## config.mk

```make
export PLATFORM = sky130hd
export DESIGN_NAME = multicycle_ctrl
export DESIGN_NICKNAME = d
export VERILOG_FILES = /design/src/rtl/multicycle_ctrl.sv
export SDC_FILE = /design/constraint.sdc
export NUM_CORES = 1
export LEC_CHECK = 0
export ABC_AREA = 1
export CORE_MARGIN = 10
export CORE_UTILIZATION = 35
export CTS_CLUSTER_DIAMETER = 60
export DETAILED_ROUTE_END_ITERATION = 12
export PLACE_DENSITY = 0.7
export SYNTH_ARGS = -nofsm -noshare
export SYNTH_HDL_FRONTEND = slang
export SYNTH_SLANG_ARGS = --single-unit
```

## constraint.sdc

```tcl
create_clock -name clk -period 2 [get_ports clk]
set_input_delay 0.4 -clock clk [delete_from_list [all_inputs] [get_ports clk]]
set_output_delay 0.4 -clock clk [all_outputs]
set_load 0.02 [all_outputs]
```

## src/rtl/multicycle_ctrl.sv

```systemverilog
`default_nettype none
// +--------------------------------------------------------------------------+
// | multicycle_ctrl : multi-cycle MIPS control sequencer (IF/ID/EX/MEM/WB)   |
// |                   with req/ready memory handshakes and fetch timeout.    |
// | Revision 1.0                                                             |
// +--------------------------------------------------------------------------+
module multicycle_ctrl #(
  parameter int IM_TIMEOUT = 0
) (
  input  logic        clk,
  input  logic        reset,
  input  logic [5:0]  op,
  input  logic [5:0]  funct,
  input  logic        zero,
  input  logic        imem_ready,
  input  logic        dmem_ready,
  output logic        imem_req,
  output logic        dmem_req,
  output logic        IRWrite,
  output logic        PCWrite,
  output logic        RegWrite,
  output logic        MemWrite,
  output logic [1:0]  Jump,
  output logic [1:0]  Branch_sel,
  output logic [1:0]  MemtoReg,
  output logic [1:0]  RegDst,
  output logic [3:0]  ALUOp,
  output logic        ALUSrc,
  output logic [1:0]  ExtOp,
  output logic        illegal,
  output logic [31:0] retired
);

  localparam logic [3:0] c_ALU_ADD = 4'b0000;
  localparam logic [3:0] c_ALU_SUB = 4'b0001;
  localparam logic [3:0] c_ALU_OR  = 4'b0010;
  localparam logic [3:0] c_ALU_LUI = 4'b0011;

  typedef enum logic [2:0] {
    S_IF   = 3'd0,
    S_ID   = 3'd1,
    S_EX   = 3'd2,
    S_MEM  = 3'd3,
    S_WB   = 3'd4,
    S_TRAP = 3'd5
  } state_t;

  state_t      r_state;
  state_t      w_next;
  logic        w_retire;
  logic        w_timeout;
  logic        w_unused;

  logic w_is_r, w_addu, w_subu, w_jr, w_ori, w_lui, w_lw, w_sw, w_beq, w_j, w_jal;
  logic w_known;
  logic [1:0] w_dec_jump, w_dec_branch, w_dec_m2r, w_dec_regdst, w_dec_extop;
  logic [3:0] w_dec_aluop;
  logic       w_dec_alusrc;

  // The datapath applies zero to beq itself, so the flag is intentionally unused here.
  assign w_unused = zero;

  always_comb begin
    w_is_r  = (op == 6'h00);
    w_addu  = w_is_r && (funct == 6'h21);
    w_subu  = w_is_r && (funct == 6'h23);
    w_jr    = w_is_r && (funct == 6'h08);
    w_ori   = (op == 6'h0d);
    w_lui   = (op == 6'h0f);
    w_lw    = (op == 6'h23);
    w_sw    = (op == 6'h2b);
    w_beq   = (op == 6'h04);
    w_j     = (op == 6'h02);
    w_jal   = (op == 6'h03);
    w_known = w_addu | w_subu | w_jr | w_ori | w_lui | w_lw | w_sw | w_beq | w_j | w_jal;

    w_dec_jump   = (w_j | w_jal) ? 2'b01 : (w_jr ? 2'b10 : 2'b00);
    w_dec_branch = w_beq ? 2'b01 : 2'b00;
    w_dec_m2r    = w_jal ? 2'b10 : (w_lw ? 2'b01 : 2'b00);
    w_dec_regdst = w_jal ? 2'b10 : (w_is_r ? 2'b01 : 2'b00);
    w_dec_alusrc = w_ori | w_lui | w_lw | w_sw;
    w_dec_extop  = (w_lw | w_sw | w_beq) ? 2'b01 : 2'b00;
    if (w_subu || w_beq)  w_dec_aluop = c_ALU_SUB;
    else if (w_ori)       w_dec_aluop = c_ALU_OR;
    else if (w_lui)       w_dec_aluop = c_ALU_LUI;
    else                  w_dec_aluop = c_ALU_ADD;
  end

  generate
    if (IM_TIMEOUT > 0) begin : g_timeout
      logic [31:0] r_to_cnt;
      always_ff @(posedge clk or negedge reset) begin
        if (!reset)                                r_to_cnt <= '0;
        else if (r_state == S_IF && !imem_ready)   r_to_cnt <= r_to_cnt + 32'd1;
        else                                       r_to_cnt <= '0;
      end
      assign w_timeout = (r_state == S_IF) && !imem_ready &&
                         (r_to_cnt == 32'(IM_TIMEOUT - 1));
    end else begin : g_no_timeout
      assign w_timeout = 1'b0;
    end
  endgenerate

  always_ff @(posedge clk or negedge reset) begin
    if (!reset) r_state <= S_IF;
    else        r_state <= w_next;
  end

  always_ff @(posedge clk or negedge reset) begin
    if (!reset)        retired <= '0;
    else if (w_retire) retired <= retired + 32'd1;
  end

  // Everything is forced low while reset is asserted, including fetch requests.
  always_comb begin
    w_next     = r_state;
    w_retire   = 1'b0;
    imem_req   = 1'b0;
    dmem_req   = 1'b0;
    IRWrite    = 1'b0;
    PCWrite    = 1'b0;
    RegWrite   = 1'b0;
    MemWrite   = 1'b0;
    Jump       = 2'b00;
    Branch_sel = 2'b00;
    MemtoReg   = 2'b00;
    RegDst     = 2'b00;
    ALUOp      = c_ALU_ADD;
    ALUSrc     = 1'b0;
    ExtOp      = 2'b00;
    illegal    = 1'b0;
    if (reset) begin
      if (r_state == S_EX || r_state == S_MEM || r_state == S_WB) begin
        Jump       = w_dec_jump;
        Branch_sel = w_dec_branch;
        MemtoReg   = w_dec_m2r;
        RegDst     = w_dec_regdst;
        ALUOp      = w_dec_aluop;
        ALUSrc     = w_dec_alusrc;
        ExtOp      = w_dec_extop;
      end
      case (r_state)
        S_IF: begin
          imem_req = 1'b1;
          if (imem_ready) begin
            IRWrite = 1'b1;
            w_next  = S_ID;
          end else if (w_timeout) begin
            w_next  = S_TRAP;
          end
        end
        S_ID: w_next = w_known ? S_EX : S_TRAP;
        S_EX: begin
          if (w_beq || w_j || w_jr || w_jal) begin
            PCWrite  = 1'b1;
            RegWrite = w_jal;
            w_retire = 1'b1;
            w_next   = S_IF;
          end else if (w_lw || w_sw) begin
            w_next   = S_MEM;
          end else begin
            w_next   = S_WB;
          end
        end
        S_MEM: begin
          dmem_req = 1'b1;
          if (dmem_ready) begin
            if (w_sw) begin
              MemWrite = 1'b1;
              PCWrite  = 1'b1;
              w_retire = 1'b1;
              w_next   = S_IF;
            end else begin
              w_next   = S_WB;
            end
          end
        end
        S_WB: begin
          RegWrite = 1'b1;
          PCWrite  = 1'b1;
          w_retire = 1'b1;
          w_next   = S_IF;
        end
        S_TRAP:  illegal = 1'b1;
        default: w_next  = S_TRAP;
      endcase
    end
  end

endmodule
`default_nettype wire

```

=== Word-level counts from Yosys, hierarchy flattened ===
Cells that the tools add are included.

* Add/sub/neg operators: 1
* Equal/unequal tests: 17
* Muxes and demuxes: 51
* Bitwise gates (word level): 16
* Reductions and logical operators: 13

{| class="wikitable"
|+ Operators by type and width
! kind !! count
|-
| $add A32 B1 Y32 const B || 1
|-
| $mux W1 || 27
|-
| $eq A6 B6 Y1 const B || 4
|-
| $mux W2 || 11
|-
| $eq A6 B4 Y1 const B || 3
|-
| $mux W3 || 6
|-
| $pmux W3 S6 || 1
|-
| $mux W4 || 4
|-
| $or A1 B1 Y1 || 15
|-
| $eq A6 B2 Y1 const B || 2
|-
| $logic_or A1 B1 Y1 || 7
|-
| $eq A3 B2 Y1 const B || 2
|-
| $eq A3 B3 Y1 const B || 2
|-
| $eq A6 B3 Y1 const B || 1
|-
| $logic_not A6 Y1 || 1
|-
| $ne A2 B2 Y1 const B || 2
|-
| $reduce_and A4 Y1 || 1
|-
| $eq A3 B1 Y1 const B || 1
|-
| $logic_and A1 B1 Y1 || 3
|-
| $logic_not A3 Y1 || 1
|-
| $pmux W1 S3 || 1
|-
| $pmux W1 S2 || 1
|-
| $not A1 Y1 || 1
|}

* Flip-flop bits (word level): 35
* Input bits: 17
* Output and inout bits: 54

=== Longest topological paths before layout ===
* Word-level depth: 13
* Gate-level depth with buffers: 10

=== Least setup slack after synthesis ===
Ideal clock, no wire load.

* Kind: register -> output
* Start: reg r_state[0]
* End: out RegDst[1]
* Arrival: 1.564 ns
* Data required time: 1.600 ns
* Slack: 0.036 ns
* Stages on the path, launching flop included: 5
* Path buffers: 1
* Cell sequence: dfrtp_1 -> nor2_1 -> o211ai_2 -> nor3_1 -> buf_4

* Longest elaborated chain between the ends: 5
* Elaborated cells between the ends (all ways): 7

{| class="wikitable"
|+ RTL lines
! what !! line !! source
|-
| start, declared || 48 || <nowiki>state_t r_state;</nowiki>
|-
| start signal, assigned || 106 || <nowiki>else r_state <= w_next;</nowiki>
|-
| $eq A3 B2 Y1 || 133 || <nowiki>if (r_state == S_EX || r_state == S_MEM || r_state == S_WB) begin</nowiki>
|-
| $logic_or A1 B1 Y1 || 133 ||
|-
| $logic_or A1 B1 Y1 * || 133 ||
|-
| $mux W2 * || 133 ||
|-
| $mux W2 * || 132 || <nowiki>if (reset) begin</nowiki>
|-
| end, declared || 26 || <nowiki>output logic [1:0] RegDst,</nowiki>
|}

Every way passes the cells marked *; elsewhere a longest branch is shown, timed or not.

=== Final worst setup path ===
Ends and elaborated chain as after synthesis.

==> metrics.md <==
| Metric | Value |
|---|---|
| Status | completed |
| Worst-path maximum fanout | 10 |
| Routed via count | 3097 |
| Synthesized area per cell | 6.71 um^2 |
| Vias in the first global route | about 3100 |
| Largest net degree at the start of global routing | 65 |
| Placed cell count | 636 |
| # setup viols final | 0 |
| Clock-pin slew on the worst setup and hold paths | 70 ps |
| Max IR drop VDD | between 0.2 and 0.3 mV |
| Power Density | 597 nW/um^2 |
| Crit share post-route | a little over nine tenths |
| Seq cells post-synth | 35 |
| Slew at the pin with the worst max-slew slack | 693 ps |
| Clock Latency Late Sink | 290 ps |
| Layout cells sized above 1 | 29.1% |
| CTS tree | done |
| Post-Route Skew | roughly 8.2 ps |
| CP endpoint kind | primary output |
| Tmin final | 1980 ps |
| Remaining DRCs | 0 |
| Root Driver | clkbuf_8 |
| Die height | 112 um |
| Core Util, Final | 48.9% |
| RD Place Congestion | 0.883 |
| First-pass GRT wire length | 15.2 mm |
| Finished Layout Cells | 648 |
| Synthesized cell area | around 3000 um^2 |
| H-tree level count | 2 |
| Synth area leader | dfrtp_1 |
| Bufs on Longest Clock Path | 2 |
| Crit-path max cell delay | 410 ps |
| Highest clock rate | 0.505 GHz |
| Sink Count | 35 |
| Filler instances | approximately 860 |
| Crit path from | r_state[0] |
| Row count | 33 |
| Port bufs | 65 |
| DIE AREA | 12600 um^2 |
| Die width | 112 um |
| Worst EP required | 1600 ps |
| Hold slack | around 130 ps |
| CORE AREA | slightly above 8000 um^2 |
| Seq/Total Area, Yosys | 29.3% |
| Post-Synthesis Cells | approximately 450 |
| Lkg Pwr | 0.00186 uW |
| Routed Wire Length | 9.04 mm |
| CTS Buf Count | 5 |
| Cell breakdown of the critical path | nor2_2 > o211ai_4 > nor3_2 > clkdlybuf4s15_2 |
| Pre-Repair DR Iteration Count | 4 |
| FF-to-FF End | retired[16] |
| Worst min path class | input pin to asynchronous set/reset pin |
| Final hold viol count | 0 |
| Layout area overhead | 35.3% |
| Final nets | 560 |
| Yosys top cell area share | 29.3% |
| Post-DR vias/cell | 4.78 |
| Hpwl dp | 6.98 mm |
| Antenna diodes | 0 |
| Unrepaired setup endpoints after global routing | true |
| Final Max Slew Viols | 0 |
| Reg2reg start | retired[0] |
| Antenna viol nets, final | 0 |
| Setup tns final | 0 ps |
| Worst slew margin | 53.8% |
| WL per Instance | approximately 14 um |
| WS Path Type | flip-flop to primary output |
| Synth warn | 0 |
| Arrival time worst endpoint | 1580 ps |
| Cells on worst reg2reg path | 8 |
| Total chip power | between 2000 and 2500 uW |
| Crit path launch type | flip-flop |
| Max_cap viols | 0 |
| Worst R2R Setup Slack | 250 ps |
| Initial Util | 36.2% |
| Antenna violations before repair | 0 |
| Remaining Overflow, GRT | 0 |
| CP max stage cell | dfrtp_1 |
| Ports | 71 |
| Synth cell types | 29 |
| 1st-iter DRT viols | 172 |
| Synth area leaders | dfrtp_1 (29%), nand2_1 (16%), nand2_2 (12%) |
| Overall routing resource usage | 14.2% |
-- cells by family (layout without fill, tap and decap cells) --
family | count (synthesis) | after routing | synth area share, %
xor gates and xnor gates | 15 | 15 | 4.40
adders and majority gates | 1 | 1 | 0.419
DFF | 35 | 35 | 29.3
AOI/OAI and AO/OA | 8 | 8 | 2.18
buffers and inverters | 44 | 139 | 8.38
other | 1 | 4 | 0.126
and+or+nand+nor | 341 | 341 | 55.2
-- Yosys cell counts --
master    number
inv_1         25
nand3b_1      15
inv_2          4
xor2_1        11
nand2_2       58
clkbuf_1       1
buf_12         3
o211ai_2       1
or2_2          1
buf_2          2
nor2_2         7
nand2_8        1
a21o_1         1
nor2_1        78
ha_1           1
nand3_1       45
a21oi_4        1
o21ai_2        1
nor2_4         4
nand4_4        1
a21oi_1        4
nor3_1         4
dfrtp_1       35
conb_1         1
nand2_4        1
xnor2_1        4
nand2_1      124
buf_4          9
nand3_2        2
-- per-stage QoR --
step	setup slack, ps	instance area, um^2
final	21.1	4040
after global routing	-69.5	4040
after detailed placement	-650	3880
after floorplan	35.8	3000
after CTS	-26.9	4010
after global placement	-604	3880
-- how the worst max path moves through the flow --
| stage | endpoint | slack, ps | cells past startpoint |
|---|---|---|---|
| after global placement | PCWrite | -600 | 10 |
| after detailed placement | ALUOp[0] | -650 | 8 |
| after CTS | ALUOp[0] | -30 | 9 |
| after global routing | RegDst[1] | -70 | 4 |
| after floorplan | RegDst[1] | 40 | 4 |
| final | RegDst[1] | 20 | 4 |
-- metal layers --
metal	track usage, %	wire, um	up-vias
met5	0	0	-
met4	4.65	235	0
met3	2.61	446	16
met2	24.8	4570	60
met1	16.9	3790	1449
li1	-	-	1572
-- power by group --
| part | internal, uW | switching [uW] | leakage [uW] |
|---|---|---|---|
| registers | 765 | 81.0 | 0.000478 |
| clock network | 315 | 263 | 0.0000515 |
| logic | 380 | 608 | 0.00133 |
| total | 1460 | 952 | 0.00186 |
-- critical path, delay by kind of cell (launching register included) --
| kind | cells | cell delay (ps) |
|---|---|---|
| AND/OR/NAND/NOR | 2 | 410 |
| buffers and inverters | 1 | 300 |
| AO/OA/AOI/OAI | 1 | 170 |
| flip-flops | 1 | 410 |
-- sequential cells by signal, indices dropped and copies added, names as in the netlist --
signal,cells
retired,32
r_state,3
-- timing repair --
| item | CTS | global route |
|---|---|---|
| setup endpoints to repair | 24 | 18 |
| buffers inserted | 2 | 2 |
| hold endpoints to repair | 0 | 0 |
| hold buffers | 0 | 0 |
| pin swaps | 11 | 9 |
| resized for setup | 75 | 35 |
-- layout by cell type (no fill, tap or decap), types with 4 or more instances in the layout --
cell type / count
buf_2: 7
buf_4: 38
clkbuf_2: 4
clkbuf_8: 7
clkdlybuf4s15_2: 4
clkdlybuf4s50_1: 34
conb_1: 4
dfrtp_1: 35
dlygate4sd2_1: 9
inv_1: 24
inv_2: 5
nand2_1: 122
nand2_2: 60
nand3_1: 44
nand3b_1: 15
nor2_1: 72
nor2_2: 9
nor2_4: 8
xnor2_1: 4
xor2_1: 11
-- final cells by class --
cell class	instances	area, um^2	area share, %
clock buffers	8	100	2.48
flip-flops and latches	35	876	21.7
well taps	105	131	3.25
repair buffers	102	871	21.6
multi-input cells	369	1950	48.3
inverters	29	109	2.70
No activity file was read; power rests on OpenSTA's default activity.
